==> src/rtl/tim_ram_gen_if.sv <==
// Access bus for tim_ram_gen: E/WE/BE/Addr/DI request side, DO/VLD/BUSY response side.
interface tim_ram_gen_if #(
  parameter int DW = 8,
  parameter int AW = 4
);
  logic          E;
  logic          WE;
  logic [DW/8-1:0] BE;
  logic [AW-1:0] Addr;
  logic [DW-1:0] DI;
  logic [DW-1:0] DO;
  logic          VLD;
  logic          CLR;
  logic          BUSY;

  modport master (output E, WE, BE, Addr, DI, CLR, input DO, VLD, BUSY);
  modport slave  (input E, WE, BE, Addr, DI, CLR, output DO, VLD, BUSY);
endinterface

==> src/rtl/tim_ram_gen.sv <==
// Single-port RAM with byte enables, selectable read-during-write and a zeroing engine.
// Define TIM_RAM_OUTREG_EN for an extra output register stage (latency 2).
module tim_ram_gen #(
  parameter int DW       = 8,
  parameter int AW       = 4,
  parameter int RDW_MODE = 0
) (
  input logic          clk,
  input logic          rst_n,
  tim_ram_gen_if.slave bus
);
  localparam int NB    = DW / 8;
  localparam int DEPTH = 2 ** AW;

  typedef enum logic {INIT, IDLE} state_t;

  state_t        state_reg;
  logic [AW-1:0] cnt_reg;
  logic          busy_reg;
  logic [DW-1:0] do_reg;
  logic          vld_reg;

  logic [DW-1:0] mem [DEPTH];

  logic          acc;
  logic [NB-1:0] wr_be;
  logic [DW-1:0] rd_old;
  logic [DW-1:0] rd_new;

  // A CLR in IDLE wins over a simultaneous access.
  assign acc    = (state_reg == IDLE) && !bus.CLR && bus.E;
  assign wr_be  = (acc && bus.WE) ? bus.BE : '0;
  assign rd_old = mem[bus.Addr];

  generate
    for (genvar gi = 0; gi < NB; gi++) begin : g_merge
      assign rd_new[8*gi +: 8] = wr_be[gi] ? bus.DI[8*gi +: 8] : rd_old[8*gi +: 8];
    end
  endgenerate

  always_ff @(posedge clk or negedge rst_n) begin
    if (!rst_n) begin
      state_reg <= INIT;
      cnt_reg   <= '0;
      busy_reg  <= 1'b1;
    end else begin
      case (state_reg)
        INIT: begin
          cnt_reg <= cnt_reg + AW'(1);
          if (cnt_reg == '1) begin
            state_reg <= IDLE;
            busy_reg  <= 1'b0;
          end
        end
        default: begin
          if (bus.CLR) begin
            state_reg <= INIT;
            cnt_reg   <= '0;
            busy_reg  <= 1'b1;
          end
        end
      endcase
    end
  end

  // Array has no reset; the clear engine owns the write port while in INIT.
  always_ff @(posedge clk) begin
    if (state_reg == INIT) begin
      mem[cnt_reg] <= '0;
    end else begin
      for (int i = 0; i < NB; i++) begin
        if (wr_be[i]) mem[bus.Addr][8*i +: 8] <= bus.DI[8*i +: 8];
      end
    end
  end

  always_ff @(posedge clk or negedge rst_n) begin
    if (!rst_n) begin
      do_reg  <= '0;
      vld_reg <= 1'b0;
    end else begin
      vld_reg <= acc;
      if (acc) do_reg <= (RDW_MODE != 0) ? rd_new : rd_old;
    end
  end

`ifdef TIM_RAM_OUTREG_EN
  logic [DW-1:0] do2_reg;
  logic          vld2_reg;

  always_ff @(posedge clk or negedge rst_n) begin
    if (!rst_n) begin
      do2_reg  <= '0;
      vld2_reg <= 1'b0;
    end else begin
      do2_reg  <= do_reg;
      vld2_reg <= vld_reg;
    end
  end

  assign bus.DO  = do2_reg;
  assign bus.VLD = vld2_reg;
`else
  assign bus.DO  = do_reg;
  assign bus.VLD = vld_reg;
`endif

  assign bus.BUSY = busy_reg;
endmodule

==> src/flat_wrapper.sv <==
// flat-port wrapper written by rule: the top's interface ports become plain ports
module tim_ram_gen_flat 
#(
  parameter int DW       = 8,
  parameter int AW       = 4,
  parameter int RDW_MODE = 0
)
  (clk, rst_n, bus_E, bus_WE, bus_BE, bus_Addr, bus_DI, bus_CLR, bus_DO, bus_VLD, bus_BUSY);
  tim_ram_gen_if #(.DW(DW), .AW(AW)) bus_i ();
  input logic clk;
  input logic rst_n;
  input wire logic [$bits(bus_i.E)-1:0] bus_E;
  input wire logic [$bits(bus_i.WE)-1:0] bus_WE;
  input wire logic [$bits(bus_i.BE)-1:0] bus_BE;
  input wire logic [$bits(bus_i.Addr)-1:0] bus_Addr;
  input wire logic [$bits(bus_i.DI)-1:0] bus_DI;
  input wire logic [$bits(bus_i.CLR)-1:0] bus_CLR;
  output wire logic [$bits(bus_i.DO)-1:0] bus_DO;
  output wire logic [$bits(bus_i.VLD)-1:0] bus_VLD;
  output wire logic [$bits(bus_i.BUSY)-1:0] bus_BUSY;
  assign bus_i.E = bus_E;
  assign bus_i.WE = bus_WE;
  assign bus_i.BE = bus_BE;
  assign bus_i.Addr = bus_Addr;
  assign bus_i.DI = bus_DI;
  assign bus_i.CLR = bus_CLR;
  assign bus_DO = bus_i.DO;
  assign bus_VLD = bus_i.VLD;
  assign bus_BUSY = bus_i.BUSY;
  tim_ram_gen #(.DW(DW), .AW(AW), .RDW_MODE(RDW_MODE)) u_core (.clk(clk), .rst_n(rst_n), .bus(bus_i));
endmodule
==> config.mk <==
export PLATFORM = sky130hd
export DESIGN_NAME = tim_ram_gen_flat
export DESIGN_NICKNAME = d
export VERILOG_FILES = /design/src/rtl/tim_ram_gen_if.sv /design/src/rtl/tim_ram_gen.sv /design/src/flat_wrapper.sv
export SDC_FILE = /design/constraint.sdc
export NUM_CORES = 1
export LEC_CHECK = 0
export CAP_MARGIN = 30
export CORE_MARGIN = 3
export CORE_UTILIZATION = 54
export DETAILED_ROUTE_END_ITERATION = 8
export GPL_TIMING_DRIVEN = 0
export PLACE_DENSITY = 0.88
export SKIP_CTS_REPAIR_TIMING = 1
export SLEW_MARGIN = 10
export SYNTH_ARGS = -nofsm -noshare
export SYNTH_HDL_FRONTEND = slang
export SYNTH_SLANG_ARGS = --single-unit
==> constraint.sdc <==
create_clock -name clk -period 2.01 [get_ports clk]
set_input_delay 0.3015 -clock clk [delete_from_list [all_inputs] [get_ports clk]]
set_output_delay 0.3015 -clock clk [all_outputs]
set_load 0.01 [all_outputs]
==> results by group, run 1 <==
Status
  – Status: complete, no violations

GRT
  – Vias in the first global route: 3,241
  – Tot GR Track Use: 0.226
  – GRT overflow: 0
  – Largest net degree at the start of global routing: 17
  – First-pass GRT wire length: between 15,000 and 20,000 um
  – Initial antenna violation count: 0

Floorplan
  – Cell Rows: 37
  – Initial core utilization: 0.557
  – Core Box Area: 0.0104 sq mm
  – Die height: between 100 and 150 um
  – I/O pin total: 28
  – Die width: 109 um
  – Die Area: 0.0120 sq mm

Setup path
  – Worst path bufs/invs: 4
  – Reg2reg setup slack: 40 ps
  – CP startpoint kind: flop
  – Crit-path max FO: 11
  – R2r worst-path depth: 8
  – CP Capture Type: flop
  – Critical path class: reg -> reg
  – CP delay by family, top: buffers and inverters
  – Crit path DAT: 2260 ps
  – CP Launch Point: u_core.state_reg
  – Worst setup path end: u_core.mem[2][4]
  – CP max stage cell: a32oi_4
  – Worst endpoint required time: approximately 2300 ps
  – RR Endpoint: u_core.mem[2][4]
  – Crit-path max cell delay: 440 ps
  – CP cell instances: nand3b_1 -> inv_1 -> and3_4 -> buf_6 -> buf_8 -> a32oi_4 -> nor2_4 -> buf_12
  – Stages on the worst setup path: 8
  – RR Startpoint: u_core.state_reg

CTS
  – H-tree depth: 4
  – CTS buffer count: 17
  – Clk_lat worst skew: 530 ps
  – Clock sink count: between 100 and 150
  – Clk buf depth: 2
  – Clock transition at path regs: about 70 ps
  – CTS tree: built
  – Clk root buf: clkbuf_8

Detailed routing
  – First-pass DRT Iterations: 6
  – WL/cell: 26.1 um
  – Vias/cell: 6.32
  – Antenna Nets Post-Route: 0
  – Residual DRC count: 0
  – Iteration-0 DRC Markers: approximately 350
  – Via count: 3,261
  – WL final: 13,500 um

Final layout
  – Commonest non-fill, non-tap cells in the layout: 128 x edfxtp_1, 25 x clkdlybuf4s50_1, 16 x nor2_4, 16 x mux4_2, 16 x clkbuf_16
  – Layout cell share with drive strength beyond 1: 0.280
  – Fin area: 0.00717 sq mm
  – Max reg flops: 128
  – Commonest non-fill, non-tap cell in the layout: edfxtp_1
  – Layout area overhead: 24.3%
  – Fin nets: 385

Timing
  – Clk_skew: 7.91 ps
  – Hold slack: 232 ps
  – Final setup violation count: 0
  – Final worst setup slack: about 36 ps
  – Worst slew margin: 0.480
  – Slew @ Worst Pin: 778 ps
  – Hold Vio Cnt, Final: 0
  – Max Freq: about 500 MHz
  – Post-route minimum period: 1970 ps
  – Period Utilization, post-route: 0.982
  – Final Slew Violations: 0

Yosys
  – Gate Count Post-Synth: between 300 and 400
  – Mean Syn Cell Area: 18.5 sq um
  – Mapped Area: 0.00577 sq mm
  – Post-synthesis sequential area ratio: 0.731
  – Synth cell types: 27
  – Number of synthesized register bits: 143
  – Syn_nets: 331
  – Syn. warnings: 0

Power and ir drop
  – Pleak: 2.51 nW
  – Pwr/cell area: 1280 mW/mm^2
  – Peak supply drop: 631 uV

Placement
  – Buffers on Ports: 26
  – Gp weighted congestion: 0.835
  – DP HPWL: 7890 um
  – Post-placement setup slack: -1240 ps
  – DP Area: 0.00620 sq mm

Run
  – Max-cap violations: 0

Worst hold path
  – Hold Crit Class: in -> async
## per-layer routing
layer  GRT usage  vias up  share of wire
li1            -     1361              -
met2       0.369      203           0.51
met1       0.285     1654           0.37
met4      0.0988        0          0.038
met5           0        -              0
met3      0.0640       43          0.080
## metrics by stage
| step | instances | utilization | setup TNS, ps | total power [mW] |
|---|---|---|---|---|
| after floorplan | 312 | - | -640 | 4.90 |
| after global placement | 474 | 0.598 | -189190 | 5.42 |
| after detailed placement | 474 | 0.598 | -213380 | 5.55 |
| after CTS | 506 | 0.654 | -86900 | 8.61 |
| after global routing | 515 | 0.691 | -696 | 9.47 |
| final | 516 | 0.692 | 0 | 9.19 |
## synthesized netlist by cell type, drive strengths merged
| cell | n | share of area |
|---|---|---|
| o21ai | 16 | 0.014 |
| buf | 10 | 0.015 |
| ha | 1 | 0.0022 |
| dfrtp | 14 | 0.061 |
| nor2 | 28 | 0.018 |
| and2 | 8 | 0.0087 |
| mux2 | 9 | 0.018 |
| a32oi | 4 | 0.0061 |
| xnor2 | 2 | 0.0030 |
| dfstp | 1 | 0.0046 |
| a22oi | 8 | 0.010 |
| nor2b | 10 | 0.011 |
| edfxtp | 128 | 0.67 |
| and3 | 1 | 0.0011 |
| nand4 | 2 | 0.0022 |
| clkbuf | 5 | 0.0033 |
| nand2 | 11 | 0.0072 |
| nand3 | 6 | 0.0052 |
| mux4 | 28 | 0.12 |
| nand3b | 2 | 0.0026 |
| mux2i | 11 | 0.019 |
| o21bai | 1 | 0.0013 |
| a21oi | 1 | 0.00087 |
| inv | 5 | 0.0033 |
## worst min-delay path by stage
stage	depth (start not counted)	slack, ps	endpoint	startpoint
after global routing	1	240	u_core.cnt_reg[1]	rst_n
after global placement	2	470	u_core.bus.DO[3]	u_core.bus.DO[3]
after floorplan	0	6	u_core.bus.DO[0]	rst_n
after detailed placement	2	470	u_core.bus.DO[3]	u_core.bus.DO[3]
after CTS	1	220	u_core.cnt_reg[2]	rst_n
final	1	230	u_core.cnt_reg[3]	rst_n
## cells by family after synthesis
kind of cell | after synthesis | share of synthesized area
flops | 143 | 0.731
compound gates | 30 | 0.0325
xor+xnor | 2 | 0.00303
buf+inv | 20 | 0.0217
simple gates | 68 | 0.0559
mux | 48 | 0.154
fa+ha+maj | 1 | 0.00217
## report_power, final
part	total, mW	internal (mW)	switching [mW]
clock	3.05	1.71	1.34
combinational	2.05	0.854	1.19
sequential	4.09	3.83	0.258
total	9.19	6.39	2.80
## final cells by class
cell class	instances	area [sq um]
timing repair buffer	35	418
multi-input combinational	149	1640
sequential	143	4220
fill	610	3200
inverter	5	18.8
clock buffer	17	414
antenna	1	2.50
tap	136	170
buffer	15	126
clock inverter	15	161
(Power assumes the default switching activity.)
==> inputs of run 2 (changes only) <==
- CORE_UTILIZATION: 54 -> 45
- PLACE_DENSITY: 0.88 -> 0.77
==> results by group, run 2 (synthesis results as in run 1) <==
Detailed routing
  – Vias/cell: 5.86
  – WL final: between 10,000 and 15,000 um
  – Via count: roughly 3,200
  – Antenna Nets Post-Route: 0
  – Iteration-0 DRC Markers: 308
  – Residual DRC count: 0
  – Metal2 WL: 6590 um
  – WL/cell: around 24 um
  – Wl on met1: 4960 um
  – Met3 routed WL: about 1100 um
  – First-pass DRT Iterations: 5
  – Top sig layer: met4

GRT
  – Vias in the first global route: about 3,200
  – GRT overflow: 0
  – First-pass GRT wire length: about 18,000 um
  – Largest net degree at the start of global routing: 17
  – Tot GR Track Use: 0.178
  – Initial antenna violation count: 0

Setup path
  – Crit path DAT: 2190 ps
  – CP delay by family, top: buffers and inverters
  – Crit-path max cell delay: slightly below 500 ps
  – Worst path bufs/invs: 4
  – Critical path class: in -> reg
  – Crit-path max FO: 10
  – Worst endpoint required time: 2140 ps
  – CP cell instances: clkdlybuf4s50_1 -> buf_2 -> clkbuf_4 -> a32oi_4 -> nor2_4 -> buf_4
  – CP Capture Type: flop
  – CP startpoint kind: primary input
  – CP max stage cell: clkdlybuf4s50_1

Final layout
  – Area of the multi-input gates: 0.00166 sq mm
  – Number of diodes: 0
  – Layout Cells excl Fill: roughly 550
  – Layout cell share with drive strength beyond 1: 0.269
  – Layout area overhead: 26.0%
  – Fin area: 0.00727 sq mm
  – Register area: 0.00422 sq mm
  – Commonest non-fill, non-tap cells in the layout: 128 x edfxtp_1, 24 x clkdlybuf4s50_1, 17 x clkbuf_16, 16 x nor2_4, 16 x mux4_2
  – Fill cells: 871
  – Commonest non-fill, non-tap cell in the layout: edfxtp_1
  – Fin nets: 389
  – Max reg flops: roughly 130

Placement
  – DP HPWL: approximately 7600 um
  – DP Area: roughly 0.0062 sq mm
  – Gp weighted congestion: roughly 0.92
  – DP Cell Count: 506
  – Buffers on Ports: 26

Floorplan
  – I/O pin total: 28
  – Die Area: about 0.014 sq mm
  – Initial core utilization: 0.471
  – Die height: 119 um
  – Die width: 119 um
  – Cell Rows: 40
  – Core Box Area: 0.0123 sq mm

Timing
  – Slew @ Worst Pin: 780 ps
  – Hold Vio Cnt, Final: 0
  – Worst slew margin: 0.479
  – Period Utilization, post-route: 1.03
  – Final worst setup slack: -56.9 ps
  – Post-route minimum period: between 2000 and 2500 ps
  – Final Slew Violations: 0
  – Final setup violation count: 9
  – Clk_skew: slightly above 8 ps
  – Max Freq: 484 MHz

Power and ir drop
  – Peak supply drop: around 640 uV
  – Combinational power share: 0.234
  – Clk pwr share: 0.323
  – Switching share of power: 0.281
  – Flop pwr share: 0.443
  – Int Pwr: 6.61 mW
  – Pwr/cell area: 1270 mW/mm^2
  – Power Total: 9.20 mW
  – Switching power: 2.59 mW
  – Pleak: 2.53 nW

CTS
  – CTS buffer count: 17
  – Clock sink count: 143
  – Clk root buf: clkbuf_16
  – H-tree depth: 4
  – Clk_lat worst skew: 420 ps
  – Clk buf depth: 2
  – CTS tree: built
  – Clock transition at path regs: approximately 60 ps

Status
  – Status: finished, violations left
  – Failing checks: negative setup slack

Run
  – Max-cap violations: 0

Worst hold path
  – Hold Crit Class: in -> reg
[run 2: cell types whose count changed in the layout (fill, tap and decap cells not counted), sizes merged]
| cell | change |
|---|---|
| clkinv | +4 |
| clkinvlp | +2 |
| inv | -11 |
| bufinv | +1 |
| diode | -1 |
| buf | +5 |
| dlymetal6s2s | +1 |
| clkdlybuf4s50 | -1 |
| clkbuf | +3 |
[run 2: final cells by class]
class                      instances  area share
sequential                       143       0.580
multi-input combinational        149       0.228
timing repair buffer              39      0.0659
buffer                            15      0.0184
clock buffer                      21      0.0605
tap                              168      0.0289
clock inverter                    11      0.0160
inverter                           5     0.00258
[run 2: worst min-delay path: stages]
cell and delay, ps:
dlymetal6s2s_1 150, nor2_1 110, nor2_1 50
[run 2: worst paths after layout]
path | start | endpoint | slack [ps] | cells after the start
setup / recovery | bus_Addr[2] | u_core.mem[13][4] | -60 | 6
hold / removal | bus_CLR | u_core.bus.BUSY | 190 | 3
setup reg to reg | u_core.state_reg | u_core.mem[13][4] | -20 | 5
hold reg to reg | u_core.bus.DO[3] | u_core.bus.DO[3] | 490 | 2
max in group asynchronous | rst_n | u_core.bus.DO[0] | 1180 | 1
min in group asynchronous | rst_n | u_core.bus.VLD | 340 | 1
[run 2: metal layers]
| layer | global-route usage | vias up |
|---|---|---|
| li1 | - | 1366 |
| met1 | 0.231 | 1654 |
| met2 | 0.280 | 173 |
| met3 | 0.0518 | 35 |
| met4 | 0.0789 | 0 |
| met5 | 0 | - |
[run 2: stage by stage]
stage	TNS [ps]	setup WS [ps]	utilization	hold WS (ps)
after floorplan	-640	-27.4	-	5.91
after global placement	-193910	-1200	0.509	467
after detailed placement	-217710	-1300	0.509	474
after CTS	-109110	-881	0.555	367
after global routing	-856	-90.5	0.593	210
final	-271	-56.9	0.593	194
[run 2: power by group through the flow]
stage	Clock [mW]	Combinational, mW	Sequential [mW]
3_3_place_gp	0	1.37	4.09
5_1_grt	3.13	2.26	4.12
2_1_floorplan	0	0.833	4.07
4_1_cts	2.97	1.42	4.07
3_5_place_dp	0	1.41	4.13
6_report	2.98	2.15	4.07
==> inputs of run 3 (changes only) <==
- CORE_MARGIN: 3 -> not set
==> results by group, run 3 (synthesis results as in run 1) <==
Status
  – Status: finished, violations left
  – Failing checks: design-rule violations

GRT
  – Tot GR Track Use: 0.202
  – Initial antenna violation count: 0
  – GRT met1 Usage: 0.261
  – Vias in the first global route: just over 3,000
  – First-pass GRT wire length: 18,300 um
  – Largest net degree at the start of global routing: 17
  – GRT met3 Usage: 0.0659
  – Met2 Use GR: 0.310
  – GRT overflow: 0
  – GR peak layer: met2

Setup path
  – Crit-path max FO: 10
  – Reg2reg setup slack: roughly 60 ps
  – Critical path class: in -> reg
  – CP max stage cell: clkdlybuf4s50_1
  – Worst path bufs/invs: 4
  – CP delay by family, top: buffers and inverters
  – CP Capture Type: flop
  – CP startpoint kind: primary input
  – Crit path DAT: 2090 ps
  – Most used cell, CP: clkbuf_4
  – Crit-path max cell delay: 510 ps
  – CP cell instances: clkdlybuf4s50_1 -> clkbuf_4 -> clkbuf_4 -> a32oi_2 -> nor2_1 -> buf_4
  – Worst endpoint required time: 2130 ps

Floorplan
  – Core Box Area: 0.0126 sq mm
  – I/O pin total: 28
  – Die height: 115 um
  – Cell Rows: slightly above 40
  – Die width: between 100 and 150 um
  – Initial core utilization: 0.459
  – Die Area: 0.0133 sq mm

Power and ir drop
  – Pwr/cell area: 1240 mW/mm^2
  – Peak supply drop: 599 uV
  – Power Total: 8.81 mW
  – Pleak: between 2 and 3 nW

Timing
  – Final worst setup slack: 38.7 ps
  – Final Slew Violations: 0
  – Final setup violation count: 0
  – Clk_skew: about 6.2 ps
  – Post-route minimum period: just under 2000 ps
  – Period Utilization, post-route: 0.981
  – Worst slew margin: 0.486
  – Hold Vio Cnt, Final: 0
  – Slew @ Worst Pin: 768 ps
  – Max Freq: between 500 and 600 MHz
  – Setup TNS: 0 ps

Run
  – Max-cap violations: 0

Final layout
  – Layout area overhead: 23.5%
  – Fin nets: 390
  – Layout cell share with drive strength beyond 1: 0.260
  – Fin area: 0.00713 sq mm
  – Number of diodes: 0
  – Commonest non-fill, non-tap cell in the layout: edfxtp_1
  – Max reg flops: 128
  – Commonest non-fill, non-tap cells in the layout: 128 x edfxtp_1, 24 x clkdlybuf4s50_1, 17 x clkbuf_16, 16 x mux4_2, 14 x dfrtp_1

CTS
  – Clk root buf: clkbuf_16
  – Clk_lat worst skew: 420 ps
  – CTS buffer count: 17
  – Clock transition at path regs: 50 ps
  – CTS tree: built
  – Clock sink count: 143
  – H-tree depth: 4
  – Clk buf depth: 2

Placement
  – DP HPWL: 7410 um
  – DP Area: 0.00625 sq mm
  – Post-placement setup slack: -1290 ps
  – Gp weighted congestion: 0.822
  – Buffers on Ports: 26

Detailed routing
  – WL/cell: about 23 um
  – WL final: 12,800 um
  – Iteration-0 DRC Markers: approximately 270
  – Vias/cell: approximately 5.7
  – Antenna Nets Post-Route: 0
  – Via count: 3,166
  – Residual DRC count: 2
  – First-pass DRT Iterations: 7

Worst hold path
  – Hold Crit Class: in -> reg
## run 3: cell count changes in the layout (fill, tap and decap cells not counted), moves of 2 or more
cell,delta
buf_4,+6
buf_12,-6
nor2_2,+4
and2_1,+2
and2_2,-2
clkinv_2,+5
nor2_4,-5
clkinvlp_4,-3
## run 3: worst register-to-register path, stage by stage, from the launching register on
cell      delay (ps)
dfrtp_1          340
nand3b_1         100
inv_1             80
and3_1           170
buf_6            170
mux2i_2          520
nor2_2           120
buf_4            200
## run 3: cell type report
class / count / area [sq um]
inverters: 5 / 18.8
clock inverters: 10 / 71.3
fillers: 925 / 5440
repair buffers: 40 / 415
flip-flops and latches: 143 / 4220
well taps: 172 / 215
multi-input cells: 149 / 1610
clock buffers: 22 / 444
plain buffers: 15 / 136
## run 3: final timing paths
path | cells past startpoint | end | start
setup / recovery | 6 | u_core.mem[12][2] | bus_Addr[2]
hold / removal | 3 | u_core.bus.BUSY | bus_CLR
hold reg to reg | 2 | u_core.bus.DO[3] | u_core.bus.DO[3]
setup reg to reg | 7 | u_core.mem[13][2] | u_core.state_reg
max in group asynchronous | 1 | u_core.bus.DO[0] | rst_n
min in group asynchronous | 1 | u_core.bus.DO[1] | rst_n
## run 3: stage by stage
stage | util | hold slack [ps] | std cells
after floorplan | - | 5.91 | 312
after global placement | 0.497 | 478 | 510
after detailed placement | 0.497 | 480 | 510
after CTS | 0.538 | 335 | 542
after global routing | 0.567 | 262 | 556
final | 0.567 | 200 | 556
## run 3: layer usage
layer  wire length, um  up-vias
met5                 0        -
met4               385        0
met3              1070       26
met2              6170      157
met1              5140     1620
li1                  -     1363
## run 3: where the power goes
part | switching [mW] | internal, mW
sequential | 0.232 | 3.83
clock | 1.09 | 1.67
combinational | 1.11 | 0.866
total | 2.44 | 6.37
